`config.mk`:
```
export PLATFORM = sky130hd
export DESIGN_NAME = cdc_handshake_tx
export DESIGN_NICKNAME = d
export VERILOG_FILES = /design/src/rtl/cdc_pkg.sv /design/src/rtl/cdc_sync_chain.sv /design/src/rtl/cdc_handshake_tx.sv
export SDC_FILE = /design/constraint.sdc
export NUM_CORES = 1
export LEC_CHECK = 0
export ABC_AREA = 1
export CAP_MARGIN = 20
export CORE_UTILIZATION = 41
export CTS_CLUSTER_SIZE = 10
export DETAILED_ROUTE_END_ITERATION = 8
export PLACE_DENSITY_LB_ADDON = 0.3
export SYNTH_ARGS = -nofsm -noshare
export SYNTH_HDL_FRONTEND = slang
export SYNTH_HIERARCHICAL = 1
export SYNTH_SLANG_ARGS = --single-unit
```
`constraint.sdc`:
```
create_clock -name clk -period 1.6 [get_ports clk]
set_input_delay 0.24 -clock clk [delete_from_list [all_inputs] [get_ports clk]]
set_output_delay 0.24 -clock clk [all_outputs]
set_load 0.02 [all_outputs]
```
`src/rtl/cdc_pkg.sv`:
```
// Shared types and constants for the 4-phase req/ack clock-domain-crossing blocks.
package cdc_pkg;

   typedef enum logic [1:0] {CDC_IDLE, CDC_REQ_HI, CDC_ACK_LO} cdc_tx_state_t;

   localparam int unsigned CDC_MIN_SYNC_STAGES = 2;

endpackage

```
`src/rtl/cdc_sync_chain.sv`:
```
// N-stage single-bit synchronizer with asynchronous active-high reset to 0.
module cdc_sync_chain
   import cdc_pkg::*;
#(
   parameter int unsigned SYNC_STAGES = 2
) (
   input  logic clk,
   input  logic reset,
   input  logic d,
   output logic q
);

   if (SYNC_STAGES < CDC_MIN_SYNC_STAGES) begin : g_bad_stages
      $error("cdc_sync_chain: SYNC_STAGES must be >= %0d", CDC_MIN_SYNC_STAGES);
   end

   logic [SYNC_STAGES-1:0] stages;

   always_ff @(posedge clk or posedge reset) begin
      if (reset) begin
         stages <= '0;
      end else begin
         stages <= {stages[SYNC_STAGES-2:0], d};
      end
   end

   assign q = stages[SYNC_STAGES-1];

endmodule

```
`src/rtl/cdc_handshake_tx.sv`:
```
// Source-domain side of a 4-phase req/ack crossing; holds data_o stable while the handshake runs.
// Optional per-phase ack timeout is built when CDC_TX_TIMEOUT_EN is defined.
module cdc_handshake_tx
   import cdc_pkg::*;
#(
   parameter int unsigned DATA_WIDTH     = 32,
   parameter int unsigned SYNC_STAGES    = 2,
   parameter int unsigned TIMEOUT_CYCLES = 1024
) (
   input  logic                  clk,
   input  logic                  reset,
   input  logic                  send_valid_i,
   input  logic [DATA_WIDTH-1:0] send_data_i,
   output logic                  send_ready_o,
   output logic                  req_o,
   output logic [DATA_WIDTH-1:0] data_o,
   input  logic                  ack_i,
   output logic                  done_o,
   output logic                  timeout_o
);

   if (SYNC_STAGES < CDC_MIN_SYNC_STAGES) begin : g_bad_stages
      $error("cdc_handshake_tx: SYNC_STAGES must be >= %0d", CDC_MIN_SYNC_STAGES);
   end
   if (TIMEOUT_CYCLES < 2) begin : g_bad_timeout
      $error("cdc_handshake_tx: TIMEOUT_CYCLES must be >= 2");
   end

   localparam int unsigned SW = $clog2(SYNC_STAGES + 1);

   logic          ack_s;
   logic [SW-1:0] start_cnt;
   logic          start_ok;
   logic          accept;
   cdc_tx_state_t state;

   cdc_sync_chain #(
      .SYNC_STAGES(SYNC_STAGES)
   ) u_ack_sync (
      .clk  (clk),
      .reset(reset),
      .d    (ack_i),
      .q    (ack_s)
   );

   // Hold off sends until the ack chain has flushed its reset value.
   always_ff @(posedge clk or posedge reset) begin
      if (reset) begin
         start_cnt <= '0;
      end else if (!start_ok) begin
         start_cnt <= start_cnt + 1'b1;
      end
   end

   assign start_ok     = (start_cnt == SW'(SYNC_STAGES));
   assign send_ready_o = start_ok & (state == CDC_IDLE) & ~ack_s & ~done_o;
   assign accept       = send_valid_i & send_ready_o;

`ifdef CDC_TX_TIMEOUT_EN
   localparam int unsigned TW = $clog2(TIMEOUT_CYCLES + 1);
   localparam logic [TW-1:0] TLIM = TW'(TIMEOUT_CYCLES - 1);

   logic [TW-1:0] to_cnt;
   logic          tmr_off;   // timer disarmed for the rest of this transfer
   logic          aborted;   // req phase timed out: completion is not reported

   always_ff @(posedge clk or posedge reset) begin
      if (reset) begin
         state     <= CDC_IDLE;
         req_o     <= 1'b0;
         data_o    <= '0;
         done_o    <= 1'b0;
         timeout_o <= 1'b0;
         to_cnt    <= '0;
         tmr_off   <= 1'b0;
         aborted   <= 1'b0;
      end else begin
         done_o    <= 1'b0;
         timeout_o <= 1'b0;
         case (state)
            CDC_IDLE: begin
               to_cnt <= '0;
               if (accept) begin
                  data_o  <= send_data_i;
                  req_o   <= 1'b1;
                  tmr_off <= 1'b0;
                  aborted <= 1'b0;
                  state   <= CDC_REQ_HI;
               end
            end
            CDC_REQ_HI: begin
               to_cnt <= to_cnt + 1'b1;
               if (ack_s) begin
                  req_o  <= 1'b0;
                  to_cnt <= '0;
                  state  <= CDC_ACK_LO;
               end else if (to_cnt == TLIM) begin
                  req_o     <= 1'b0;
                  timeout_o <= 1'b1;
                  tmr_off   <= 1'b1;
                  aborted   <= 1'b1;
                  to_cnt    <= '0;
                  state     <= CDC_ACK_LO;
               end
            end
            CDC_ACK_LO: begin
               to_cnt <= to_cnt + 1'b1;
               if (!ack_s) begin
                  done_o <= ~aborted;
                  to_cnt <= '0;
                  state  <= CDC_IDLE;
               end else if (!tmr_off && to_cnt == TLIM) begin
                  timeout_o <= 1'b1;
                  tmr_off   <= 1'b1;
               end
            end
            default: state <= CDC_IDLE;
         endcase
      end
   end
`else
   assign timeout_o = 1'b0;

   always_ff @(posedge clk or posedge reset) begin
      if (reset) begin
         state  <= CDC_IDLE;
         req_o  <= 1'b0;
         data_o <= '0;
         done_o <= 1'b0;
      end else begin
         done_o <= 1'b0;
         case (state)
            CDC_IDLE: begin
               if (accept) begin
                  data_o <= send_data_i;
                  req_o  <= 1'b1;
                  state  <= CDC_REQ_HI;
               end
            end
            CDC_REQ_HI: begin
               if (ack_s) begin
                  req_o <= 1'b0;
                  state <= CDC_ACK_LO;
               end
            end
            CDC_ACK_LO: begin
               if (!ack_s) begin
                  done_o <= 1'b1;
                  state  <= CDC_IDLE;
               end
            end
            default: state <= CDC_IDLE;
         endcase
      end
   end
`endif

endmodule

```
**After elaboration in Yosys (flattened, before gate mapping)**

Index checks and enable logic that the tools add are counted.
W data, S select, Z words.

- Flip-flop bits (word level): 40
- Output and inout bits: 36

- Add/sub/neg operators: 1
- Equal/unequal tests: 6
- Muxes and demuxes: 9
- Bitwise gates (word level): 6
- Reduce and logical (&&, ||, !) cells: 5

Operators by type and width:

| cell | number |
|---|---|
| $mux W2 | 3 |
| $pmux W2 S3 | 1 |
| $reduce_and A3 Y1 | 2 |
| $and A1 B1 Y1 | 4 |
| $eq A2 B2 Y1 const B | 2 |
| $mux W1 | 4 |
| $ne A2 B2 Y1 const B | 2 |
| $add A2 B1 Y2 const B | 1 |
| $eq A2 B1 Y1 const B | 1 |
| $logic_not A2 Y1 | 1 |
| $ne A2 B1 Y1 const B | 1 |
| $not A1 Y1 | 2 |
| $pmux W1 S2 | 1 |
| $reduce_and A2 Y1 | 1 |
| $reduce_bool A2 Y1 | 1 |

**Depth between registers and ports, before layout**

Gate-level depths: netlist of run 1.

- Depth after elaboration: 7
- Depth in mapped cells: 8
- Mapped depth without buffers: 7

**Hierarchy**

The synthesis of run 1 kept the hierarchy.

By module, submodules not included:

| module | instances | cells each | area each (um^2) | sequential area each (um^2) |
|---|---|---|---|---|
| cdc_handshake_tx | 1 | 169 | 1599.0 | 950.9 |
| cdc_sync_chain | 1 | 3 | 53.8 | 50.0 |

**Worst setup path after synthesis of run 1**

OpenSTA, ideal clock, no wires.

- Path kind: register to output
- From: register start_cnt[0]
- To: output send_ready_o
- Arrival time: 1.078 ns
- Slack: 0.282 ns
- Stages on the path, launching flop included: 6
- Buffers on the path: 1
- Path through: dfrtp_1 -> inv_1 -> ha_1 -> nand2_1 -> nor2_4 -> buf_6

- Cells in the longest elaborated chain, start to end: 4

Ends and longest elaborated chain:

| item | RTL line | RTL |
|---|---|---|
| start: declaration | cdc_handshake_tx.sv:32 | `logic [SW-1:0] start_cnt;` |
| start signal: assignment | cdc_handshake_tx.sv:51 | `start_cnt <= start_cnt + 1'b1;` |
| $eq A2 B2 Y1 | cdc_handshake_tx.sv:55 | `assign start_ok = (start_cnt == SW'(SYNC_STAGES));` |
| $and A1 B1 Y1 (3 in series) | cdc_handshake_tx.sv:56 | `assign send_ready_o = start_ok & (state == CDC_IDLE) & ~ack_s & ~done_o;` |
| end: declaration | cdc_handshake_tx.sv:14 | `output logic send_ready_o,` |

Every way passes these cells.

**Worst setup path after layout of run 1**

- From: register done_o
- To: output done_o

RTL lines:

| item | RTL line | RTL |
|---|---|---|
| start: declaration | cdc_handshake_tx.sv:18 | `output logic done_o,` |
| start signal: assignment | cdc_handshake_tx.sv:129 | `done_o <= 1'b0;` |
| start signal: assignment | cdc_handshake_tx.sv:131 | `done_o <= 1'b0;` |
| start signal: assignment | cdc_handshake_tx.sv:148 | `done_o <= 1'b1;` |

No word-level cell between the ends.

==> flow_summary.toml, run 1 <==
[detailed_routing]
final_antenna_net_count = 0
firstDrtPassIters = 4
drc_errors = 0
dr_total_vias = 1405
vias_per_cell = 4.75
wirelength_microns = 3730
post_drt_wl_per_cell_microns = 12.6
drtIter0Drc = 59

[pwr]
clock_power_share_pct = 16.3
p_total_mw = 3.77
max-vdd-ir-drop_v = 0.000916
p_leak_nw = 1.22
p_per_area_mw_per_mm2 = 1510
switching_power_mw = 1.34
swShare_pct = 35.7
p_int_mw = 2.42
comb_power_share_pct = 43.6
seqPwrFrac_pct = 40.1

[critical_path]
required_ns = 1.36
rr_worst_depth = 9
cp_slowest_cell = "clkdlybuf4s50_1"
end_kind = "primary output"
timing.rr.start = "start_cnt[0]$_DFFE_PP0P_"
max_stage_delay_ns = 0.63
cp-start-kind = "register"
rr_endpoint = "data_o[4]$_DFFE_PP0P_"
critPathMaxFanout = 3
crit_buf_inv = 1
crit_arrival_ns = 1.29
cp_cell_sequence = "clkdlybuf4s50_1"
reg2reg_setup_slack_ns = 0.21
path_delay_family = "buffers and inverters"
critPathKind = "reg2out"

[timing]
holdWs_ns = 0.130
finClkSkew_ns = 0.00479
maxSlewViolCount = 0
timing.final.crit_share_pct = 95.8
period_needed_ns = 1.53
finalHoldViolCount = 0
finalSetupTns_ns = 0
rsz0062_at_grt = "no"
setup_viol = 0
setup_ws_ns = 0.0670
max_freq_ghz = 0.652

[floorplanning]
die-area_sq_mm = 0.00429
core-area_sq_mm = 0.00377
die_y_microns = 65.5
start_util_pct = 43.8
die_x_microns = 65.5
row_count = 22
io-pin-count = 72

[logic_synthesis]
yosys.area_share.xor_xnor_pct = 0.530
ys_seq_area_share_pct = 60.6
synth_top_family_by_area = "simple AND/OR/NAND/NOR gates"
synth-compound-area-share_pct = 1.44
synth.area.mux_share_pct = 0
yosys.area_share.simple_pct = 29.1
syn_avg_cell_area_sq_um = 9.61
synth_warnings = 6
synth_cell_types = 20
ys_ff_latch = 40
syn_inst = 172
synthAdderAreaFrac_pct = 0.757
synth_area_sq_mm = 0.00165
syn-num-nets = 209

[final_layout]
syn2layout_area_growth_pct = 50.7
drive_gt1_share_pct = 9.68
antennaDiodeCount = 0
nets = 285

[place]
dp_hpwl_microns = 2600
io_buffers = 70
place.gp.congestion = 0.673
pre_cts_slack_ns = -0.0210

[clock_network]
clk_pin_slew_ns = 0.07
clk_latency_ns = 0.29
cts_tree = "done"
root_buffer = "clkbuf_8"
htree_levels = 2
numCtsBuffers = 5
cts_max_path_buffers = 2
clock_sinks = 40

[global_route]
grt_pass1_wl_microns = 6180
grt_max_degree = 39
antenna_found_initial = 0
overflow = 0
first_global_vias = 1362
track_usage_pct = 19.9

[worst_hold_path]
hp-class = "in2async"

[run_status]
outcome = "finished, final reports clean"

[flow_run]
drv_cap = 0
## power groups by stage
stage / clock, mW / combinational (mW) / sequential (mW)
after global placement: 0 / 1.64 / 1.52
after CTS: 0.639 / 1.67 / 1.51
after detailed placement: 0 / 1.67 / 1.52
final: 0.613 / 1.64 / 1.51
after floorplan: 0 / 0.448 / 1.91
after global routing: 0.681 / 1.78 / 1.55
## worst max path at each step
stage,startpoint,to,cells past startpoint
2_1_floorplan,start_cnt[0]$_DFFE_PP0P_,send_ready_o,5
5_1_grt,done_o$_DFF_PP0_,done_o,1
3_3_place_gp,start_cnt[0]$_DFFE_PP0P_,send_ready_o,5
6_report,done_o$_DFF_PP0_,done_o,1
3_5_place_dp,start_cnt[0]$_DFFE_PP0P_,send_ready_o,5
4_1_cts,done_o$_DFF_PP0_,done_o,1
## repair_timing
| item | 4_1_cts | 5_1_grt |
|---|---|---|
| gates resized for setup | 4 | 0 |
| hold buffers | 0 | 0 |
| setup endpoints to repair | 1 | 0 |
| buffers inserted | 0 | 0 |
## sequential cells by signal, indices dropped and copies added (netlist names)
register / count
req_o: 1
start_cnt: 2
done_o: 1
data_o: 32
state: 2
u_ack_sync/stages: 2
## stage by stage
stage / utilization (%) / std cells / area (sq um)
after global routing: 66.1 / 296 / 2490
after floorplan: - / 172 / 1650
after detailed placement: 64.1 / 289 / 2420
after CTS: 66.1 / 296 / 2490
after global placement: 64.1 / 289 / 2420
final: 66.1 / 296 / 2490
## logic make-up (layout without fill, tap and decap cells)
family,Yosys count,in the layout
xor+xnor,1,1
other cells,1,1
simple gates,107,107
compound gates,4,4
buf+inv,18,94
flops,40,40
fa+ha+maj,1,1
## synth_stat cells
library cell	n	share of area (%)
a21oi_1	1	0.30
buf_2	4	1.2
buf_4	1	0.45
buf_6	6	4.1
conb_1	1	0.23
dfrtp_1	40	61
ha_1	1	0.76
inv_1	6	1.4
inv_2	1	0.23
nand2_1	68	15
nand2_2	1	0.38
nand3_1	32	9.7
nand4_4	1	1.3
nor2_1	1	0.23
nor2_2	1	0.38
nor2_4	2	1.4
o21ai_0	2	0.61
o21ai_2	1	0.53
or2_1	1	0.38
xnor2_1	1	0.53
## layout by cell type, fill, tap and decap left out, types with 2 or more instances in the layout
master / Yosys / layout
o21ai_0: 2 / 2
buf_4: 1 / 8
nand2_1: 68 / 68
clkbuf_8: 0 / 5
inv_1: 6 / 6
nor2_4: 2 / 2
dfrtp_1: 40 / 40
nand3_1: 32 / 32
buf_12: 0 / 2
clkdlybuf4s50_1: 0 / 69
## layout make-up
type	instances	area, sq um
repair buffers	80	796
fillers	307	1280
clock inverters	1	5.00
inverters	7	26.3
clock buffers	6	72.6
well taps	48	60.1
flip-flops and latches	40	1000
multi-input cells	114	531
## layer usage
metal  track usage, %  share of wire (%)  vias to the layer above
met5                0                  0                        -
met2             33.4                 49                       44
met4             10.1                2.3                        0
met3             5.73                5.5                       10
li1                 -                  -                      691
met1             23.0                 43                      660
Note: power is estimated with default switching activity, not from simulation.
==> inputs of run 2 (changes only) <==
--- a/config.mk
+++ b/config.mk
@@ -7,10 +7,12 @@
 export LEC_CHECK = 0
 export ABC_AREA = 1
 export CAP_MARGIN = 20
+export CORE_MARGIN = 8
 export CORE_UTILIZATION = 41
 export CTS_CLUSTER_SIZE = 10
 export DETAILED_ROUTE_END_ITERATION = 8
 export PLACE_DENSITY_LB_ADDON = 0.3
+export SKIP_LAST_GASP = 1
 export SYNTH_ARGS = -nofsm -noshare
 export SYNTH_HDL_FRONTEND = slang
 export SYNTH_HIERARCHICAL = 1
==> run 2 against run 1 <==
First-iteration DRC count shrank 41%. Via count fell by 3.1%. Non-clock buffer count unchanged. Flip-flop and latch count did not move. Clock-buffer cell count decreased by 1. Worst hold slack improved by 0.00081 ns. Critical path depth unchanged. Design area is 1.7% higher. Highest routed layer unchanged. Clock power is 54% higher.
==> flow_summary.toml, run 2 (same netlist as run 1, synthesis figures left out) <==
[critical_path]
cp_cell_sequence = "clkdlybuf4s50_1"
rr_endpoint = "data_o[10]$_DFFE_PP0P_"
cp_slowest_cell = "clkdlybuf4s50_1"
path_depth = 1
crit_end = "done_o"
path_delay_family = "buffers and inverters"
timing.rr.start = "start_cnt[0]$_DFFE_PP0P_"
rr_worst_depth = 9
required_ns = 1.36
crit_arrival_ns = 1.28
crit_buf_inv = 1
max_stage_delay_ns = 0.63
cp-start-kind = "register"
reg2reg_setup_slack_ns = 0.18
end_kind = "primary output"
startpoint = "done_o$_DFF_PP0_"
critPathMaxFanout = 3
critPathKind = "reg2out"

[place]
io_buffers = 70
dpl-instance-area_sq_mm = 0.00241
dp_hpwl_microns = 2940
pre_cts_slack_ns = -0.0482
placed_cells = 291
place.gp.congestion = 0.741

[timing]
maxSlewViolCount = 0
period_needed_ns = 1.52
setup_ws_ns = 0.0757
max_freq_ghz = 0.656
finClkSkew_ns = 0.00779
timing.final.crit_share_pct = 95.3
setup_viol = 0
rsz0062_at_grt = "no"
finalHoldViolCount = 0

[detailed_routing]
final_antenna_net_count = 0
firstDrtPassIters = 4
vias_per_cell = 4.57
dr_total_vias = 1362
post_drt_wl_per_cell_microns = 13.6
drc_errors = 0
drtIter0Drc = 35
wirelength_microns = 4050

[final_layout]
final_cell_mix = "clkdlybuf4s50_1, nand2_1, dfrtp_1, nand3_1, buf_4"
nets = 285
layout_commonest_cell = "clkdlybuf4s50_1"
stdcell_area_sq_mm = 0.00253
antennaDiodeCount = 0
max_flop_register = "data_o"
largest_reg_flops = 32
syn2layout_area_growth_pct = 53.2
drive_gt1_share_pct = 10.1
fin_cells = 298

[floorplanning]
row_count = 23
core-area_sq_mm = 0.00394
start_util_pct = 41.9
die_x_microns = 79.5
die_y_microns = 79.5
io-pin-count = 72
die-area_sq_mm = 0.00632

[clock_network]
clk_pin_slew_ns = 0.07
postCtsSetupRepairBufs = 0
cts_max_path_buffers = 2
clock_sinks = 40
numCtsBuffers = 5
hold_buffers = 0
cts_tree = "done"
root_buffer = "clkbuf_8"
htree_levels = 2
clk_latency_ns = 0.28
ctsResizeCount = 4

[worst_hold_path]
hp-class = "in2async"

[global_route]
track_usage_pct = 13.3
first_global_vias = 1402
grt_pass1_wl_microns = 6640
antenna_found_initial = 0
grt_max_degree = 39
overflow = 0

[pwr]
p_leak_nw = 1.23
max-vdd-ir-drop_v = 0.000977
p_per_area_mw_per_mm2 = 1610

[flow_run]
drv_cap = 0

[run_status]
outcome = "finished, final reports clean"
run 2: changes by cell type in the layout (fill, tap and decap cells not counted), sizes merged:
cell    before  now
bufinv       0    2
clkbuf       6    5
clkinv       1    0
run 2: through the flow:
step,power (mW),util [%],setup TNS (ns),hold slack [ns]
global placement,3.17,61.1,-0.0361,0.348
finish,4.09,64.2,0,0.131
detailed placement,3.19,61.1,-0.0482,0.345
floorplan,2.35,-,0,-0.0188
CTS,4.16,64.2,0,0.117
global route,4.34,64.2,0,0.132
run 2: area by class of cell:
type,instances,area (sq um)
Timing Repair Buffer,80,783
Fill cell,334,1410
Tap cell,50,62.6
Clock buffer,5,68.8
Multi-Input combinational cell,114,531
Clock inverter,2,60.1
Sequential cell,40,1000
Inverter,7,26.3
run 2: power breakdown:
group / total (mW) / leakage [nW] / switching [mW] / internal [mW]
sequential: 1.51 / 0.494 / 0.175 / 1.33
combinational: 1.64 / 0.675 / 0.849 / 0.788
clock: 0.943 / 0.0642 / 0.329 / 0.614
total: 4.09 / 1.23 / 1.35 / 2.73
run 2: worst min-delay path by stage:
stage | from | to | slack, ns | cells past startpoint
after floorplan | reset | u_ack_sync/stages[0]$_DFF_PP0_ | -0.02 | 1
after global placement | u_ack_sync/stages[0]$_DFF_PP0_ | u_ack_sync/stages[1]$_DFF_PP0_ | 0.35 | 0
after detailed placement | u_ack_sync/stages[0]$_DFF_PP0_ | u_ack_sync/stages[1]$_DFF_PP0_ | 0.34 | 0
after CTS | reset | u_ack_sync/stages[0]$_DFF_PP0_ | 0.12 | 2
after global routing | reset | u_ack_sync/stages[0]$_DFF_PP0_ | 0.13 | 2
final | reset | u_ack_sync/stages[0]$_DFF_PP0_ | 0.13 | 2
run 2: layer usage:
| metal | GRT usage (%) | up-vias | share of wire (%) |
|---|---|---|---|
| met1 | 16.1 | 614 | 44 |
| li1 | - | 695 | - |
| met2 | 19.8 | 48 | 45 |
| met4 | 3.89 | 0 | 0.74 |
| met5 | 0 | - | 0 |
| met3 | 7.21 | 5 | 10 |
==> inputs of run 3 (changes only) <==
--- a/config.mk
+++ b/config.mk
@@ -7,13 +7,17 @@
 export LEC_CHECK = 0
 export ABC_AREA = 1
 export CAP_MARGIN = 20
+export CELL_PAD_IN_SITES_DETAIL_PLACEMENT = 1
+export CELL_PAD_IN_SITES_GLOBAL_PLACEMENT = 1
 export CORE_MARGIN = 8
-export CORE_UTILIZATION = 41
+export CORE_UTILIZATION = 30
 export CTS_CLUSTER_SIZE = 10
 export DETAILED_ROUTE_END_ITERATION = 8
 export PLACE_DENSITY_LB_ADDON = 0.3
+export SETUP_SLACK_MARGIN = 0.2
 export SKIP_LAST_GASP = 1
 export SYNTH_ARGS = -nofsm -noshare
 export SYNTH_HDL_FRONTEND = slang
 export SYNTH_HIERARCHICAL = 1
 export SYNTH_SLANG_ARGS = --single-unit
+export TNS_END_PERCENT = 20
==> run 3 against run 2 <==
Worst setup slack worse by 0.019 ns. Sequential power hardly changed. Via count grew 6.5%. Cell count up 9.4%. Clock-buffer cell count grew 1. Utilization decreased by 15 points.
==> flow_summary.toml, run 3 (same netlist as run 1, synthesis figures left out) <==
[global_route]
grt_pass1_wl_microns = 8150
overflow = 0
first_global_vias = 1605
grt_max_degree = 33
track_usage_pct = 12.3
antenna_found_initial = 0

[floorplanning]
die_x_microns = 90.2
row_count = 27
io-pin-count = 72
core-area_sq_mm = 0.00541
die-area_sq_mm = 0.00814
die_y_microns = 90.2
start_util_pct = 30.6

[worst_hold_path]
hp-class = "in2async"

[final_layout]
max_flop_register = "data_o"
final.fill_count = 624
syn2layout_area_growth_pct = 61.5
fin_util_pct = 49.4
drive_gt1_share_pct = 21.7
layout_commonest_cell = "clkdlybuf4s50_1"
final_cell_mix = "clkdlybuf4s50_1, nand2_1, dfrtp_1, nand3_1, nand2_2"
nets = 291
antennaDiodeCount = 0
largest_reg_flops = 32

[clock_network]
cts_tree = "done"
clock_sinks = 40
numCtsBuffers = 5
clk_latency_ns = 0.29
htree_levels = 2
clk_pin_slew_ns = 0.08
cts_max_path_buffers = 2
root_buffer = "clkbuf_8"

[timing]
maxSlewViolCount = 0
period_needed_ns = 1.54
setup_viol = 0
rsz0062_at_grt = "yes"
finClkSkew_ns = 0.00525
timing.final.crit_share_pct = 96.5
max_freq_ghz = 0.648
finalSetupTns_ns = 0
finalHoldViolCount = 0

[detailed_routing]
post_drt_wl_per_cell_microns = 15.6
dr_total_vias = 1451
vias_per_cell = 4.45
drtIter0Drc = 15
final_antenna_net_count = 0
drc_errors = 0
firstDrtPassIters = 4
wirelength_microns = 5080

[critical_path]
max_stage_delay_ns = 0.62
cp_cell_sequence = "clkdlybuf4s50_1"
cp-start-kind = "register"
critPathKind = "reg2out"
crit_buf_inv = 1
critPathMaxFanout = 2
end_kind = "primary output"
path_delay_family = "buffers and inverters"
required_ns = 1.36
crit_arrival_ns = 1.30
cp_slowest_cell = "clkdlybuf4s50_1"

[pwr]
p_leak_nw = 1.31
p_per_area_mw_per_mm2 = 1450
max-vdd-ir-drop_v = 0.000735
p_total_mw = 3.88

[flow_run]
drv_cap = 0

[place]
place.gp.congestion = 0.726
dp_hpwl_microns = 3580
io_buffers = 70

[run_status]
outcome = "finished, final reports clean"
## run 3: final timing paths
path | startpoint | end | slack, ns | cells past startpoint
max in group asynchronous | reset | data_o[4]$_DFFE_PP0P_ | 1.04 | 3
setup / recovery | data_o[0]$_DFFE_PP0P_ | data_o[0] | 0.06 | 1
min in group clk | u_ack_sync/stages[0]$_DFF_PP0_ | u_ack_sync/stages[1]$_DFF_PP0_ | 0.36 | 0
hold / removal | reset | u_ack_sync/stages[1]$_DFF_PP0_ | 0.14 | 2
setup reg to reg | start_cnt[0]$_DFFE_PP0P_ | data_o[10]$_DFFE_PP0P_ | 0.07 | 9
hold reg to reg | u_ack_sync/stages[0]$_DFF_PP0_ | u_ack_sync/stages[1]$_DFF_PP0_ | 0.36 | 0
## run 3: stage by stage
step	instances	hold slack, ns	area [sq um]	worst slack, ns
floorplan	172	-0.0188	1650	0.282
global placement	313	0.339	2440	-0.000861
detailed placement	313	0.340	2440	-0.0148
CTS	320	0.136	2490	0.0781
global route	326	0.152	2670	-0.0144
finish	326	0.135	2670	0.0565
## run 3: what timing repair did
item / 4_1_cts / 5_1_grt
setup endpoints to repair: 64 / 58
hold buffers: 0 / 0
pin swaps: 0 / 14
gates resized for setup: 15 / 33
buffers inserted: 0 / 3
cloned: 0 / 3
## run 3: cell type report
type | count | area, sq um | share of cell area (%)
Sequential cell | 40 | 1000 | 37.5
Clock inverter | 1 | 5.00 | 0.187
Tap cell | 72 | 90.1 | 3.37
Inverter | 7 | 28.8 | 1.08
Timing Repair Buffer | 86 | 867 | 32.5
Multi-Input combinational cell | 114 | 606 | 22.7
Clock buffer | 6 | 72.6 | 2.72
## run 3: per-layer routing
metal	global-route usage, %	part of all wire (%)
met5	0	0
met4	3.74	1.2
met3	4.41	5.8
met2	21.7	54
met1	13.4	39
## run 3: power breakdown
part	total (mW)	switching (mW)	internal (mW)	leakage (nW)
clock network	0.633	0.337	0.297	0.0410
registers	1.54	0.209	1.33	0.494
logic	1.71	0.911	0.799	0.773
